## config.mk

```make
export PLATFORM = sky130hd
export DESIGN_NAME = score_sequencer
export DESIGN_NICKNAME = d
export VERILOG_FILES = /design/src/rtl/score_pkg.sv /design/src/rtl/score_beat_gen.sv /design/src/rtl/score_sequencer.sv
export SDC_FILE = /design/constraint.sdc
export NUM_CORES = 1
export LEC_CHECK = 0
export ABC_AREA = 1
export CAP_MARGIN = 20
export CORE_ASPECT_RATIO = 0.9
export CORE_MARGIN = 1
export CORE_UTILIZATION = 38
export DETAILED_ROUTE_END_ITERATION = 10
export GPL_TIMING_DRIVEN = 0
export PLACE_DENSITY_LB_ADDON = 0.2
export SYNTH_ARGS = -nofsm -noshare
export SYNTH_HDL_FRONTEND = slang
export SYNTH_HIERARCHICAL = 1
export SYNTH_SLANG_ARGS = --single-unit
```

## constraint.sdc

```tcl
create_clock -name clk -period 5.35 [get_ports clk]
set_input_delay 0.535 -clock clk [delete_from_list [all_inputs] [get_ports clk]]
set_output_delay 0.535 -clock clk [all_outputs]
set_load 0.05 [all_outputs]
```

## src/rtl/score_pkg.sv

```systemverilog
// Shared types and constants for the score playback controller.
package score_pkg;

  typedef enum logic [1:0] {
    IDLE = 2'd0,
    LOAD = 2'd1,
    HOLD = 2'd2,
    DONE = 2'd3
  } state_t;

  // A stored duration of zero marks the end of the score.
  localparam int END_MARKER_DUR = 0;

  localparam int DEF_ARRAY_SIZE = 256;
  localparam int DEF_POS_BITS   = 8;
  localparam int DEF_DUR_BITS   = 8;
  localparam int DEF_DIV_BITS   = 20;

endpackage

```

## src/rtl/score_beat_gen.sv

```systemverilog
// Tempo divider: produces one beat pulse every max(tick_div,1) enabled clocks.
module score_beat_gen
  import score_pkg::*;
#(
  parameter int DIV_BITS = DEF_DIV_BITS
) (
  input  logic                clk,
  input  logic                rst,
  input  logic                enable,
  input  logic                clear,
  input  logic [DIV_BITS-1:0] tick_div,
  output logic                beat
);

  logic [DIV_BITS-1:0] r_div;
  logic [DIV_BITS-1:0] w_last;

  // Terminal count; a zero divider behaves like one (beat every cycle).
  always_comb begin
    w_last = '0;
    if (tick_div != '0) w_last = tick_div - DIV_BITS'(1);
  end

  // Greater-or-equal so that shrinking tick_div mid-note beats immediately.
  assign beat = enable && !clear && (r_div >= w_last);

  // Divider count: cleared outside HOLD, frozen while paused, wraps on a beat.
  always_ff @(posedge clk or negedge rst) begin
    if (!rst) begin
      r_div <= '0;
    end else if (clear) begin
      r_div <= '0;
    end else if (enable) begin
      r_div <= beat ? '0 : r_div + DIV_BITS'(1);
    end
  end

endmodule

```

## src/rtl/score_sequencer.sv

```systemverilog
// Score playback controller: steps pos through the score, holding each note
// for its duration in tempo beats, with play/stop/pause/loop control.
module score_sequencer
  import score_pkg::*;
#(
  parameter int POS_BITS   = DEF_POS_BITS,
  parameter int ARRAY_SIZE = DEF_ARRAY_SIZE,
  parameter int DUR_BITS   = DEF_DUR_BITS,
  parameter int DIV_BITS   = DEF_DIV_BITS
) (
  input  logic                clk,
  input  logic                rst,
  input  logic                play,
  input  logic                stop,
  input  logic                pause,
  input  logic                loop_en,
  input  logic [DIV_BITS-1:0] tick_div,
  input  logic [DUR_BITS-1:0] note_dur,
  output logic [POS_BITS-1:0] pos,
  output logic                note_start,
  output logic                playing,
  output logic                done
);

  localparam logic [POS_BITS-1:0] LAST_POS = POS_BITS'(ARRAY_SIZE - 1);

  state_t              r_state, w_state_n;
  logic [POS_BITS-1:0] r_pos, w_pos_n;
  logic [DUR_BITS-1:0] r_rem, w_rem_n;
  logic                w_beat;
  logic                w_div_en;
  logic                w_div_clr;

  assign w_div_en  = (r_state == HOLD) && !pause;
  assign w_div_clr = (r_state != HOLD);

  score_beat_gen #(
    .DIV_BITS (DIV_BITS)
  ) u_beat (
    .clk      (clk),
    .rst      (rst),
    .enable   (w_div_en),
    .clear    (w_div_clr),
    .tick_div (tick_div),
    .beat     (w_beat)
  );

  // Next-state, position and remaining-beat logic; stop overrides everything.
  always_comb begin
    w_state_n = r_state;
    w_pos_n   = r_pos;
    w_rem_n   = r_rem;
    case (r_state)
      IDLE: begin
        w_pos_n = '0;
        if (play) w_state_n = LOAD;
      end
      LOAD: begin
        if (note_dur == DUR_BITS'(END_MARKER_DUR)) begin
          w_pos_n   = '0;
          w_state_n = loop_en ? LOAD : DONE;
        end else begin
          w_rem_n   = note_dur;
          w_state_n = HOLD;
        end
      end
      HOLD: begin
        if (w_beat) begin
          if (r_rem > DUR_BITS'(1)) begin
            w_rem_n = r_rem - DUR_BITS'(1);
          end else if (r_pos != LAST_POS) begin
            w_pos_n   = r_pos + POS_BITS'(1);
            w_state_n = LOAD;
          end else begin
            w_pos_n   = '0;
            w_state_n = loop_en ? LOAD : DONE;
          end
        end
      end
      DONE: begin
        w_state_n = IDLE;
      end
      default: begin
        w_state_n = IDLE;
        w_pos_n   = '0;
      end
    endcase
    if (stop) begin
      w_state_n = IDLE;
      w_pos_n   = '0;
      w_rem_n   = '0;
    end
  end

  // State, position and remaining-beat registers.
  always_ff @(posedge clk or negedge rst) begin
    if (!rst) begin
      r_state <= IDLE;
      r_pos   <= '0;
      r_rem   <= '0;
    end else begin
      r_state <= w_state_n;
      r_pos   <= w_pos_n;
      r_rem   <= w_rem_n;
    end
  end

  assign pos        = r_pos;
  assign note_start = (r_state == LOAD);
  assign playing    = (r_state == LOAD) || (r_state == HOLD);
  assign done       = (r_state == DONE);

endmodule
```

# --- Word level (Yosys, flattened, before mapping) ---
# Cells that the tools add are included.
# W data, S select, Z words.
totals:
  reg_bits: 38
  input_bits: 34
  wordCells: 59
op_classes:
  n_addsub: 4
  order_cmp: 2
  n_eq_ne: 11
  mux: 23
  reduce_logical: 15
ops:
  columns: ["operator", "count"]
  rows:
  - ["$mux W20", 4]
  - ["$mux W8", 9]
  - ["$pmux W8 S3", 1]
  - ["$add A20 B1 Y20 const B", 1]
  - ["$ge A20 B20 Y1", 1]
  - ["$reduce_bool A20 Y1", 1]
  - ["$sub A20 B1 Y20 const B", 1]
  - ["$pmux W8 S2", 1]
  - ["$mux W2", 7]
  - ["$ne A3 B2 Y1 const B", 3]
  - ["$ne A3 B3 Y1 const B", 3]
  - ["$add A8 B1 Y8 const B", 1]
  - ["$gt A8 B1 Y1 const B", 1]
  - ["$logic_not A8 Y1", 1]
  - ["$ne A8 B8 Y1 const B", 1]
  - ["$pmux W2 S4", 1]
  - ["$reduce_and A4 Y1", 2]
  - ["$sub A8 B1 Y8 const B", 1]
  - ["$eq A2 B2 Y1 const B", 2]
  - ["$reduce_bool A4 Y1", 1]
  - ["$logic_and A1 B1 Y1", 3]
  - ["$reduce_and A3 Y1", 1]
  - ["$reduce_bool A3 Y1", 1]
  - ["$eq A2 B1 Y1 const B", 1]
  - ["other kinds (5)", 6]

# --- Depth between registers and ports, before layout ---
depth:
  depth_word: 7
  mapped_depth: 28
  mapped_depth_nobuf: 26

# --- Cells and area by module ---
# The synthesis kept the hierarchy.
modules_own_cells:
  columns: ["module", "n_inst", "cells_each", "area_each_um2", "seq_area_each_um2"]
  rows:
  - ["score_beat_gen", 1, 412, 2481.1, 500.5]
  - ["score_sequencer", 1, 228, 1432.6, 450.4]

# --- Worst setup path after synthesis ---
# No wires, ideal clock.
synth_timing:
  kind: "input -> register"
  from: "input port tick_div[0]"
  to: "register r_rem[7]"
  setup_time_ps: 65
  arrival_time_ps: 3144
  slack_ps: 2141
  path_stages: 25
  n_path_buf: 1
  path_cell_list: "inv_1 -> ha_1 -> nand3_2 -> nor2_2 -> nand2_1 -> clkinv_1 -> a21o_1 -> nand3_1 -> ha_1 -> nand2_1 -> nor2_2 -> nand2_1 -> inv_1 -> nand2_1 -> and2_1 -> buf_2 -> a21oi_2 -> inv_1 -> nand2_1 -> o21ai_0 -> inv_1 -> nand3_2 -> nor2_1 -> nand2_1 -> nand2_1"
synth_via:
  elab_chain_cells: 6
  word_cells_on_any_way: 7
synth_rtl:
  columns: ["item", "line_no", "source"]
  rows:
  - ["start: declaration", "score_sequencer.sv:17", "input logic [DIV_BITS-1:0] tick_div,"]
  - ["$sub A20 B1 Y20 or $reduce_bool A20 Y1 (tied branches)", "score_beat_gen.sv:21", "if (tick_div != '0) w_last = tick_div - DIV_BITS'(1);"]
  - ["$mux W20 (*)", "score_beat_gen.sv:21", null]
  - ["$ge A20 B20 Y1 (*)", "score_beat_gen.sv:25", "assign beat = enable && !clear && (r_div >= w_last);"]
  - ["$logic_and A1 B1 Y1 (*)", "score_beat_gen.sv:25", null]
  - ["named net w_beat", "score_sequencer.sv:30", "logic w_beat;"]
  - ["$ne A3 B2 Y1 (no source line) (*)", null, null]
  - ["$reduce_and A4 Y1 (no source line) (*)", null, null]
  - ["end signal: assignment", "score_sequencer.sv:104", "r_rem <= w_rem_n;"]
  - ["end: declaration", "score_sequencer.sv:29", "logic [DUR_BITS-1:0] r_rem, w_rem_n;"]
# Mark *: on every way through the listed nets, which the timed path passes. The rest lies on a longest branch.
# A chain may end at the register's enable or synchronous reset.

# --- Final worst setup path ---
layout_timing:
  from: "input port tick_div[0]"
  to: "register r_rem[5]"
# The elaborated chain is that of the path after synthesis.

==> results.md <==
- Worst Skew: 4.342 ps
- Total core area: 9827 sq um
- FP Rows: 34
- Slowest cell on crit path: clkdlybuf4s50_1
- Crit-path cells: clkdlybuf4s50_1 -> inv_1 -> ha_1 -> nand3_2 -> nor2_2 -> nand2_1 -> clkinv_1 -> a21o_1 -> nand3_1 -> ha_1 -> nand2_1 -> nor2_2 -> nand2_1 -> nor2_1 -> nand2_1 -> a21oi_2 -> inv_1 -> nand2_1 -> o21ai_0 -> inv_1 -> nand3_2 -> nor2_1 -> nand2_1 -> nand2_1
- Hold-fix buffers, CTS: 0
- Sw Share: 0.3471
- Worst skew pair latency: 280 ps
- Setup Fix Bufs, Post-CTS: 0
- Final WL: roughly 9700 um
- Most used cell, CP: nand2_1
- Detailed Routing Iterations Pass 1: 5
- Die Width: 109.0 um
- Remaining Overflow, GRT: 0
- Startpoint types: input port
- Clock Power Share: 0.322
- Die area: roughly 11000 sq um
- Avg WL per Cell: 11.84 um
- Dpl cells: 810
- Gate power share: 0.331
- Hold crit path type: in -> async
- WHS: around 210 ps
- CP Class: in -> reg
- Critical Path Max Stage Delay: 430 ps
- Vias in the first global route: around 3600
- Setup slack at placement: 1088 ps
- Largest net degree at the start of global routing: 23
- Maximum VDD drop: 0.0001485 V
- Status: finished clean
- GRT met1 Usage: 0.2871
- Synthesized area per cell: approximately 6.1 sq um
- CP endpoint kind: register
- Clk slew on worst S/H paths: 60 ps
- Overall Global Routing Usage: 0.1921
- Final Max Slew Viols: 0
- Area Overhead vs Synth: 19.37%
- Max cap viols: 0
- CTS resizes: 0
- Residual DRC: 0
- Leakage power: 2.232 nW
- Met2 Use GR: 0.2922
- Initial antenna violation count: 0
- RSZ-0062 raised after global routing: false
- Most Used Layer, Global Route: met2
- Share of cells above drive strength 1: 0.07370
- First-pass GRT wire length: ~17000 um
- Sequential share of power: 0.348
- Synth Warn #: 6
- Final WS setup: between 1000 and 1500 ps
- Final Hold Viols: 0
- Min Tclk post-route: 3965 ps
- CP required: 5560 ps
- Cts bufs inserted: 5
- Clock tree buffer depth: 2
- CTS tree: built
- Yosys cell types: 34
- R2R Setup Slk: 2400 ps
- FMAX: 252.2 MHz
- Fin crit share: 0.7411
- CTS sink cnt: 38
- Synth Net Count: 703
- DR vias: 4022
- Root Buffer: clkbuf_16
- Worst-Margin Slew: roughly 630 ps
- Vias/cell: 4.917
- CP max FO: 8
- Sequential area share after synthesis: 0.2430
- Post-DP HPWL: 7747 um
- Final Non-Filler Cells: 818
- #FFs+latches synth: 38
- Antenna Cells: 0
- Worst relative slew slack: 0.5801
- Worst EP arrival: 4180 ps
- Global placer's final weighted congestion: between 0.8 and 0.9
- I/O Buffers: 43
- Final setup violation count: 0
- Initial Utilization: 0.3983
- Ports: 45
- P_int: 0.6042 mW
- H-tree depth: 2
- Pwr per Cell Area: 198.1 nW/um^2
- Syn Inst Count: 640
- Post-route ant nets: 0
- Die height: 98.28 um
- Setup TNS: 0 ps
- Post-synth design cell area: 3914 sq um
- Psw: 0.3212 mW
- DR iter-0 viols: between 200 and 300
- Nets: 754
- GR Layer Usage met3: 0.02537
stage by stage:
| stage | cell area [sq um] | power (mW) | util |
|---|---|---|---|
| floorplan | 3914 | 0.5364 | - |
| global placement | 4502 | 0.6243 | 0.4581 |
| detailed placement | 4524 | 0.6320 | 0.4604 |
| CTS | 4672 | 0.9355 | 0.4754 |
| global route | 4672 | 0.9875 | 0.4754 |
| finish | 4672 | 0.9254 | 0.4754 |
kinds of logic (layout without fill, tap and decap cells):
logic type | after synthesis | count (layout) | synth area share
AO/OA/AOI/OAI | 63 | 63 | 0.09718
AND/OR/NAND/NOR | 401 | 401 | 0.4434
adder cells (fa/ha/maj) | 29 | 29 | 0.09271
buffers and inverters | 102 | 154 | 0.1081
XOR/XNOR | 7 | 7 | 0.01567
flip-flops | 38 | 38 | 0.2430
cells in the final DEF (no fill, tap or decap), types with 7 or more instances in the layout:
cell type          n
nand2_1          205
nor2_1            93
inv_1             87
nand3_1           60
clkdlybuf4s50_1   42
dfrtp_1           38
ha_1              29
o21ai_0           21
o21bai_1          17
a21oi_1           12
nor2_2             9
nor3_1             7
final timing paths:
path,end,cells past startpoint,start
hold / removal,pos[1]$_DFFE_PN0P_,1,rst
hold reg to reg,r_rem[6]$_DFFE_PN0P_,2,r_rem[6]$_DFFE_PN0P_
min in group clk,r_rem[6]$_DFFE_PN0P_,2,r_rem[6]$_DFFE_PN0P_
setup / recovery,r_rem[5]$_DFFE_PN0P_,24,tick_div[0]
setup reg to reg,r_rem[5]$_DFFE_PN0P_,17,r_state[0]$_DFFE_PN0P_
max in group asynchronous,u_beat/r_div[7]$_DFFE_PN0P_,2,rst
synthesized netlist by cell type:
master / n / area, sq um
o21ai_1: 5 / 25.02
o211ai_1: 2 / 15.01
ha_1: 29 / 362.9
o21bai_1: 17 / 127.6
a21oi_2: 2 / 17.52
nor4_1: 2 / 12.51
inv_1: 87 / 326.6
buf_6: 4 / 45.04
nand2_2: 3 / 18.77
nor2_4: 4 / 45.04
dfrtp_1: 38 / 950.9
clkinv_1: 1 / 3.750
buf_1: 1 / 3.750
nand3_1: 60 / 300.3
nor2_2: 9 / 56.30
nand4_2: 1 / 12.51
xnor2_1: 2 / 17.52
buf_2: 5 / 25.02
a22oi_1: 2 / 15.01
a21o_1: 2 / 15.01
and2_1: 1 / 6.260
nand3_2: 3 / 30.03
nor3_1: 7 / 35.03
nor2_1: 93 / 349.1
buf_4: 1 / 7.510
nor4_4: 1 / 21.27
or2_2: 5 / 31.28
nor3_2: 1 / 10.01
o21ai_0: 21 / 105.1
nand2_1: 205 / 769.5
inv_2: 3 / 11.26
xor2_1: 5 / 43.79
a21oi_1: 12 / 60.06
nand4_1: 6 / 37.54
metal layers:
layer	wire, um	up-vias
met5	0	-
met4	55	0
met3	351	4
met2	4223	78
met1	5055	1817
li1	-	2123
worst max-delay path: cells and delay by family:
family	cells	cell delay (ps)
buffers and inverters	5	730
AOI/OAI and AO/OA	3	410
adders and majority gates	2	510
and+or+nand+nor	14	1960
power groups by stage:
stage               Combinational, mW  Sequential (mW)  Clock, mW
detailed placement              0.305            0.327          0
global placement                0.298            0.326          0
CTS                             0.306            0.322      0.307
finish                          0.306            0.322      0.298
global route                    0.347            0.324      0.316
floorplan                       0.212            0.324          0
flip-flops by register name, summed over array words and instances (netlist names):
name / flops
u_beat/r_div: 20
r_rem: 8
pos: 8
r_state: 2
cell type report:
cell class              instances  area, sq um
plain buffers                  11        81.33
fillers                      1029         5155
flip-flops and latches         38        950.9
clock inverters                 1        5.005
well taps                     126        157.7
inverters                      91        341.6
multi-input cells             500         2540
repair buffers                 44        452.9
clock buffers                   7        142.6
(Power assumes the default switching activity.)
